**config.mk**
```make
export PLATFORM = sky130hd
export DESIGN_NAME = pp_cmd_issue
export DESIGN_NICKNAME = d
export VERILOG_FILES = /design/src/rtl/pp_cmd_issue.sv
export SDC_FILE = /design/constraint.sdc
export NUM_CORES = 1
export LEC_CHECK = 0
export BUFFER_PORTS_ARGS = -buffer_cell sky130_fd_sc_hd__buf_2
export CELL_PAD_IN_SITES_DETAIL_PLACEMENT = 1
export CELL_PAD_IN_SITES_GLOBAL_PLACEMENT = 1
export CORE_MARGIN = 3
export CORE_UTILIZATION = 43
export DETAILED_ROUTE_END_ITERATION = 8
export PLACE_DENSITY_LB_ADDON = 0.2
export REMOVE_ABC_BUFFERS = 1
export SLEW_MARGIN = 20
export SYNTH_ARGS = -nofsm -noshare
export SYNTH_HDL_FRONTEND = slang
export SYNTH_SLANG_ARGS = --single-unit
```
**constraint.sdc**
```tcl
create_clock -name clk -period 5.3 [get_ports clk]
set_input_delay 1.06 -clock clk [delete_from_list [all_inputs] [get_ports clk]]
set_output_delay 1.06 -clock clk [all_outputs]
set_load 0.01 [all_outputs]
```
**src/rtl/pp_cmd_issue.sv**
```systemverilog
// pp_cmd_issue: upstream issue stage for the pp compute core.
// Buffers (cmd, in1, in2) requests in a small FIFO, issues them one at a
// time to the core, waits for the core's valid (or a timeout) and returns
// the result on a valid/ready stream.
//
// Ports:
//   clk, reset          clock; synchronous active-low reset
//   s_valid/s_ready     request stream handshake
//   s_cmd, s_in1, s_in2 request payload
//   enable              one-cycle core start strobe
//   cmd, in1, in2       operands to the core, held from issue until next issue
//   core_valid          core result valid (honoured only while waiting)
//   core_result         core result data
//   m_valid/m_ready     result stream handshake
//   m_result            captured result (0 on timeout)
//   m_timeout           result was aborted by timeout
//   busy                FSM active or FIFO not empty
//   issued_cnt          wrapping count of requests issued to the core
module pp_cmd_issue #(
   parameter int unsigned DATA_W        = 32,
   parameter int unsigned CMD_SIZE_LOG2 = 3,
   parameter int unsigned FIFO_DEPTH    = 4,
   parameter int unsigned TIMEOUT       = 255
) (
   input  logic                            clk,
   input  logic                            reset,
   input  logic                            s_valid,
   output logic                            s_ready,
   input  logic [(1<<CMD_SIZE_LOG2)-1:0]   s_cmd,
   input  logic [DATA_W-1:0]               s_in1,
   input  logic [DATA_W-1:0]               s_in2,
   output logic                            enable,
   output logic [(1<<CMD_SIZE_LOG2)-1:0]   cmd,
   output logic [DATA_W-1:0]               in1,
   output logic [DATA_W-1:0]               in2,
   input  logic                            core_valid,
   input  logic [DATA_W-1:0]               core_result,
   output logic                            m_valid,
   input  logic                            m_ready,
   output logic [DATA_W-1:0]               m_result,
   output logic                            m_timeout,
   output logic                            busy,
   output logic [15:0]                     issued_cnt
);

   localparam int unsigned CMD_W = 1 << CMD_SIZE_LOG2;
   localparam int unsigned AW    = $clog2(FIFO_DEPTH);
   localparam int unsigned CW    = AW + 1;
   localparam int unsigned ENT_W = CMD_W + 2 * DATA_W;
   localparam logic [15:0] TMO_LAST = 16'(TIMEOUT - 1);

   typedef enum logic [1:0] {
      S_IDLE  = 2'd0,
      S_ISSUE = 2'd1,
      S_WAIT  = 2'd2,
      S_HOLD  = 2'd3
   } state_e;

   state_e              state_q;
   logic [ENT_W-1:0]    mem_q [FIFO_DEPTH];
   logic [AW-1:0]       wr_ptr_q;
   logic [AW-1:0]       rd_ptr_q;
   logic [CW-1:0]       cnt_q;
   logic [CW-1:0]       cnt_d;
   logic                s_ready_q;
   logic                busy_q;
   logic                enable_q;
   logic [CMD_W-1:0]    cmd_q;
   logic [DATA_W-1:0]   in1_q;
   logic [DATA_W-1:0]   in2_q;
   logic                m_valid_q;
   logic [DATA_W-1:0]   m_result_q;
   logic                m_timeout_q;
   logic [15:0]         issued_q;
   logic [15:0]         tmo_q;

   logic                fifo_empty;
   logic                push;
   logic                pop;
   logic                idle_nx;
   logic [ENT_W-1:0]    head;

   assign fifo_empty = (cnt_q == '0);
   assign push       = s_valid && s_ready_q;
   // The FIFO head is consumed when IDLE starts an issue or HOLD hands off
   // its result and chains straight into the next issue.
   assign pop        = !fifo_empty &&
                       ((state_q == S_IDLE) || ((state_q == S_HOLD) && m_ready));
   assign idle_nx    = fifo_empty &&
                       ((state_q == S_IDLE) || ((state_q == S_HOLD) && m_ready));
   assign head       = mem_q[rd_ptr_q];

   // Next occupancy, used to keep s_ready and busy registered yet current.
   always_comb begin
      cnt_d = cnt_q;
      case ({push, pop})
         2'b10:   cnt_d = cnt_q + CW'(1);
         2'b01:   cnt_d = cnt_q - CW'(1);
         default: cnt_d = cnt_q;
      endcase
   end

   // FIFO storage; contents need no reset since occupancy gates every read.
   always_ff @(posedge clk) begin
      if (push) begin
         mem_q[wr_ptr_q] <= {s_cmd, s_in1, s_in2};
      end
   end

   // FIFO pointers, handshake flags and the issue FSM.
   always_ff @(posedge clk) begin
      if (!reset) begin
         state_q     <= S_IDLE;
         wr_ptr_q    <= '0;
         rd_ptr_q    <= '0;
         cnt_q       <= '0;
         s_ready_q   <= 1'b0;
         busy_q      <= 1'b0;
         enable_q    <= 1'b0;
         cmd_q       <= '0;
         in1_q       <= '0;
         in2_q       <= '0;
         m_valid_q   <= 1'b0;
         m_result_q  <= '0;
         m_timeout_q <= 1'b0;
         issued_q    <= '0;
         tmo_q       <= '0;
      end else begin
         if (push) wr_ptr_q <= wr_ptr_q + AW'(1);
         if (pop)  rd_ptr_q <= rd_ptr_q + AW'(1);
         cnt_q     <= cnt_d;
         s_ready_q <= (cnt_d != CW'(FIFO_DEPTH));
         busy_q    <= !idle_nx || (cnt_d != '0);
         enable_q  <= 1'b0;

         case (state_q)
            S_IDLE: begin
               if (!fifo_empty) begin
                  cmd_q    <= head[ENT_W-1 -: CMD_W];
                  in1_q    <= head[2*DATA_W-1 -: DATA_W];
                  in2_q    <= head[DATA_W-1:0];
                  enable_q <= 1'b1;
                  state_q  <= S_ISSUE;
               end
            end
            S_ISSUE: begin
               issued_q <= issued_q + 16'd1;
               tmo_q    <= '0;
               state_q  <= S_WAIT;
            end
            S_WAIT: begin
               // A result arriving on the last allowed cycle beats the timeout.
               if (core_valid) begin
                  m_result_q  <= core_result;
                  m_timeout_q <= 1'b0;
                  m_valid_q   <= 1'b1;
                  state_q     <= S_HOLD;
               end else if (tmo_q == TMO_LAST) begin
                  m_result_q  <= '0;
                  m_timeout_q <= 1'b1;
                  m_valid_q   <= 1'b1;
                  state_q     <= S_HOLD;
               end else begin
                  tmo_q <= tmo_q + 16'd1;
               end
            end
            S_HOLD: begin
               if (m_ready) begin
                  m_valid_q <= 1'b0;
                  if (!fifo_empty) begin
                     cmd_q    <= head[ENT_W-1 -: CMD_W];
                     in1_q    <= head[2*DATA_W-1 -: DATA_W];
                     in2_q    <= head[DATA_W-1:0];
                     enable_q <= 1'b1;
                     state_q  <= S_ISSUE;
                  end else begin
                     state_q <= S_IDLE;
                  end
               end
            end
            default: state_q <= S_IDLE;
         endcase
      end
   end

   assign s_ready    = s_ready_q;
   assign busy       = busy_q;
   assign enable     = enable_q;
   assign cmd        = cmd_q;
   assign in1        = in1_q;
   assign in2        = in2_q;
   assign m_valid    = m_valid_q;
   assign m_result   = m_result_q;
   assign m_timeout  = m_timeout_q;
   assign issued_cnt = issued_q;

endmodule
```
Word-level counts from Yosys, hierarchy flattened
Memory sizes are Yosys's and may differ from the RTL's. A register that Yosys moved wholly into a read port is not among the register bits.
Cells that the tools add are included.
Operators by class
  muxes and demuxes: 33
  reductions and logical operators: 20
  $add $sub $neg: 6
  equality and inequality tests: 12
Operators with widths (count)
  32-bit 2-to-1 mux: 6
  32-bit one-hot mux with 2 select lines: 2
  16-bit by 1-bit adder with 16-bit output, second input constant: 2
  16-bit 2-to-1 mux: 2
  16-bit one-hot mux with 2 select lines: 1
  16-bit by 8-bit == test with 1-bit output, second input constant: 1
  8-bit 2-to-1 mux: 2
  8-bit one-hot mux with 2 select lines: 1
  2-bit 2-to-1 mux: 6
  1-bit 2-to-1 mux: 9
  3-bit AND reduction: 3
  2-bit inequality test, second input constant: 4
  2-bit one-hot mux with 4 select lines: 1
  2-bit nonzero test: 4
  2-bit == test, second input constant: 3
  3-bit inequality test, second input constant: 2
  3-bit one-hot mux with 2 select lines: 1
  2-bit by 1-bit adder with 2-bit output, second input constant: 2
  2-bit by 1-bit == test with 1-bit output, second input constant: 2
  1-bit logical AND: 4
  1-bit one-hot mux with 2 select lines: 2
  2-bit AND reduction: 2
  3-bit by 1-bit adder with 3-bit output, second input constant: 1
  3-bit logical NOT: 1
  other kinds (5): 7
Word-level totals
  register bits: 150
  RAM bits: 288
  input port bits: 109
  memories kept: 1
Memories
  mem_q: words 4, bits a word 72, read ports 1, clocked after Yosys merged registers in 1, write ports 1, line 60  | logic [ENT_W-1:0] mem_q [FIFO_DEPTH];

Longest topological paths before layout
  depth after elaboration: 8
  gate-level depth with buffers: 11

Least setup slack after synthesis
OpenSTA, ideal clock, no wires.
  path type: input to register
  from: input s_valid
  to: memory mem_q[0][0] (netlist bit) (enable)
  stages: 1
  arrival: 2.799 ns
  path slack: 2.063 ns
  setup time: 0.438 ns
  required time: 4.862 ns
  cell sequence: and3_1
On the way
  longest elaborated chain between the ends: 3
Ends and longest elaborated chain
  from (decl): line 27  | input logic s_valid,
  1-bit logical AND: line 84  | assign push = s_valid && s_ready_q;
  1-bit 2-to-1 mux: line 105  | if (push) begin
  1-bit 2-to-1 mux (implied by the code): line 106  | mem_q[wr_ptr_q] <= {s_cmd, s_in1, s_in2};
  to (decl): line 60
Every way passes these cells.

Worst setup path after layout
  from: register state_q[1]
  to: register in2_q[14], in the netlist in2[14]
On the way
  longest elaborated chain between the ends: 3
  elaborated cells between the ends (all ways): 6
  those cells by class: eq/ne: 2; mux: 1; reduce/logical: 3
Ends and longest elaborated chain
  from (decl): line 59  | state_e state_q;
  from (signal assigned): line 113  | state_q <= S_IDLE;
  from (signal assigned): line 143  | state_q <= S_ISSUE;
  from (signal assigned): line 149  | state_q <= S_WAIT;
  2-bit == test / 2-bit logical NOT (equally long branches): line 136  | case (state_q)
  2-bit inequality test (no source line) / 2-bit nonzero test (equally long branches)
  2-bit AND reduction (no source line)
  to (signal assigned): line 141  | in2_q <= head[DATA_W-1:0];
  to (signal assigned): line 173  | in2_q <= head[DATA_W-1:0];
  to (decl): line 70  | logic [DATA_W-1:0] in2_q;
Several ways; a longest one is shown, not always the timed one.
A chain may end at the register's enable or synchronous reset.

==> flow_metrics.tcl <==
set metrics [dict create \
    tightest_slew_ns 1.029 \
    coreArea_sq_um 36790 \
    cts_root_buf "clkbuf_16" \
    cts_tree "yes" \
    critPathKind "reg -> reg" \
    ys_ff_latch 440 \
    r2r_start "state_q[1]$_SDFFE_PN0P_" \
    grt_usage_pct 18.43 \
    final_cell_mix "edfxtp_1, buf_2, nand2_1" \
    leakage_nw 6.974 \
    ys_types 54 \
    r2r-end "in2[14]$_SDFFE_PN0P_" \
    holdBufCountCts 0 \
    min_path_type "reg -> reg" \
    dp.cells 1681 \
    critPathSlowestCell "or3_4" \
    rsz0062_at_grt "false" \
    layout-drive-gt1-share_pct 31.12 \
    first_pass_iters 4 \
    path_buf_inv 0 \
    internal-power_w 0.006671 \
    fmax_ghz 0.4035 \
    overflow 0 \
    path_depth 5 \
    status "completed" \
    end_kind "register" \
    pwr-share-clk_pct 33.2 \
    die-width_um 199.7 \
    finalSetupViolations 0 \
    clock-sinks 440 \
    tns_ns 0 \
    hold_violations 0 \
    synth_edf_count 288 \
    fin_crit_sh_pct 46.76 \
    slew_headroom_pct 31.38 \
    crit_path_end "in2[14]$_SDFFE_PN0P_" \
    seqPwrFrac_pct 46.7 \
    drt_iter0_markers 409 \
    final_cells 1768 \
    num_vias 9360 \
    switching_share_pct 28.89 \
    worstSkewPairLatency_ns 0.58 \
    critical_path.max_stage_delay_ns 0.87 \
    drv_cap 0 \
    crit_arrival_ns 2.95 \
    drv_slew 0 \
    critPathLaunch "state_q[1]$_SDFFE_PN0P_" \
    synth.yosys.seq_area_share_pct 72.50 \
    grt_pass1_vias 9712 \
    cp_max_fo 72 \
    rrSetupSlack_ns 2.82 \
    p_switching_w 0.002710 \
    drtAntennaViolNets 0 \
    placementRows 70 \
    start_util_pct 43.84 \
    vias_per_cell 5.294 \
    start_kind "register" \
    fin_nets 1384 \
    port-buffer-count 233 \
    path_cells "ha_1, nor2b_1, or3_4, nand2_1, a21oi_1" \
    grt_max_degree 78 \
    min_period_ns 2.478 \
    comb_power_share_pct 20.1 \
    vdd_ir_drop_max_v 0.0002926 \
    cts_buffer_depth 3 \
    cp_top_family "simple AND/OR/NAND/NOR gates" \
    cts_resized 0 \
    power.density_nw_per_um2 488.4 \
    cts_setup_buffers 0 \
    ys.warnings.count 0 \
    async_flop_share_pct 0 \
    gp_congestion 0.7292 \
    die_y_um 199.7 \
    hpwlAfterDp_um 22290 \
    io-pin-count 234 \
    mostFrequentLayoutCell "edfxtp_1" \
    syn_to_final_growth_pct 19.13 \
    wl_per_cell_um 20.94 \
    cts_buffers 46 \
    required_ns 5.77 \
    hold_depth 2 \
    syn_inst 1025 \
    htreeDepth 2 \
    routed_wl_um 37030 \
    syn_area_sq_um 16130 \
    path_clk_slew_ns 0.06 \
    reg2regPathDepth 5 \
    dieArea_sq_um 39860 \
    synth_ff_type "edfxtp_1" \
    antenna_found_initial 12 \
    drcViolationCount 0 \
    grt_pass1_wl_um 56330 \
    avgSynthCellArea_sq_um 15.73 \
    clock_skew_ns 0.02023 \
]
==> synth_stat cells (4+ instances only) <==
library cell / n / area (sq um)
o31ai_1: 6 / 45.04
clkbuf_1: 29 / 108.9
nand2_1: 168 / 630.6
nand3_1: 13 / 65.06
and3_1: 13 / 81.33
mux2i_1: 4 / 40.04
nand4_1: 8 / 50.05
mux4_2: 72 / 1622
inv_1: 7 / 26.28
dfxtp_1: 152 / 3043
a21oi_1: 80 / 400.4
a22o_1: 32 / 280.3
nor2_1: 38 / 142.6
xnor2_1: 9 / 78.83
xor2_1: 13 / 113.9
nand2b_1: 4 / 25.02
nor2b_1: 4 / 25.02
ha_1: 13 / 162.7
o21ai_0: 5 / 25.02
edfxtp_1: 288 / 8648
buf_2: 19 / 95.09
==> sequential cells by signal, indices dropped and copies added (netlist names), named ones only <==
| signal | cells |
|---|---|
| wr_ptr_q | 2 |
| in2 | 32 |
| m_timeout | 1 |
| state_q | 2 |
| m_result | 32 |
| in1 | 32 |
| rd_ptr_q | 2 |
| issued_cnt | 16 |
| s_ready | 1 |
| tmo_q | 16 |
| cnt_q | 3 |
| cmd | 8 |
| enable | 1 |
| busy | 1 |
| m_valid | 1 |
| mem_q | 288 |
==> worst register-to-register path, cell delays in order (launching register included) <==
cell and delay [ns]:
dfxtp_1 0.42, ha_1 0.25, nor2b_1 0.38, or3_4 0.87, nand2_1 0.22, a21oi_1 0.23
==> through the flow <==
step           setup slack [ns]  hold slack, ns  cell area [sq um]  util, %  total power [W]
2_1_floorplan             1.277          0.4347              15870        -         0.005583
3_3_place_gp              2.404          0.4390              17740    48.21         0.006344
3_5_place_dp              2.349          0.4449              17740    48.21         0.006397
4_1_cts                   2.751          0.4532              19210    52.21         0.009554
5_1_grt                   2.640          0.4742              19210    52.22         0.009892
6_report                  2.822          0.4515              19210    52.22         0.009382
==> area by class of cell <==
| type | instances | area, sq um |
|---|---|---|
| multi-input combinational | 522 | 4178 |
| inverter | 8 | 32.53 |
| clock inverter | 28 | 257.7 |
| antenna | 2 | 5.005 |
| fill | 3597 | 17570 |
| timing repair buffer | 243 | 1241 |
| clock buffer | 57 | 1212 |
| sequential | 440 | 11700 |
| tap | 468 | 585.6 |
==> how the worst min path moves through the flow <==
stage	startpoint	end	slack, ns
CTS	in2[8]$_SDFFE_PN0P_	in2[8]$_SDFFE_PN0P_	0.45
floorplan	tmo_q[6]$_SDFFE_PN0P_	tmo_q[6]$_SDFFE_PN0P_	0.43
global route	in1[1]$_SDFFE_PN0P_	in1[1]$_SDFFE_PN0P_	0.47
global placement	in2[20]$_SDFFE_PN0P_	in2[20]$_SDFFE_PN0P_	0.44
detailed placement	in2[8]$_SDFFE_PN0P_	in2[8]$_SDFFE_PN0P_	0.44
finish	in1[28]$_SDFFE_PN0P_	in1[28]$_SDFFE_PN0P_	0.45
==> cells by family (layout without fill, tap and decap cells) <==
kind of cell             Yosys count  count (layout)  synth area share (%)
adder cells (fa/ha/maj)           14              14                 1.133
other                              0               2                     0
AND/OR/NAND/NOR                  269             269                 7.495
flip-flops                       440             440                 72.50
multiplexers                      78              78                 10.44
AO/OA/AOI/OAI                    139             139                 5.447
buffers and inverters             63             336                 1.785
XOR/XNOR                          22              22                 1.195
==> power by group through the flow <==
| stage | clock network (W) | registers [W] | logic [W] |
|---|---|---|---|
| 2_1_floorplan | 0 | 0.00460 | 0.000986 |
| 4_1_cts | 0.00322 | 0.00439 | 0.00194 |
| 5_1_grt | 0.00336 | 0.00444 | 0.00210 |
| 3_3_place_gp | 0 | 0.00444 | 0.00191 |
| 6_report | 0.00312 | 0.00438 | 0.00188 |
| 3_5_place_dp | 0 | 0.00446 | 0.00194 |
==> metal layers <==
layer	track usage, %	wire (um)	vias up
li1	-	-	4334
met1	23.76	15780	4738
met2	30.90	18190	221
met3	5.362	2386	47
met4	4.807	525	20
met5	0	146	-
Power figures use the tool's default switching activity.
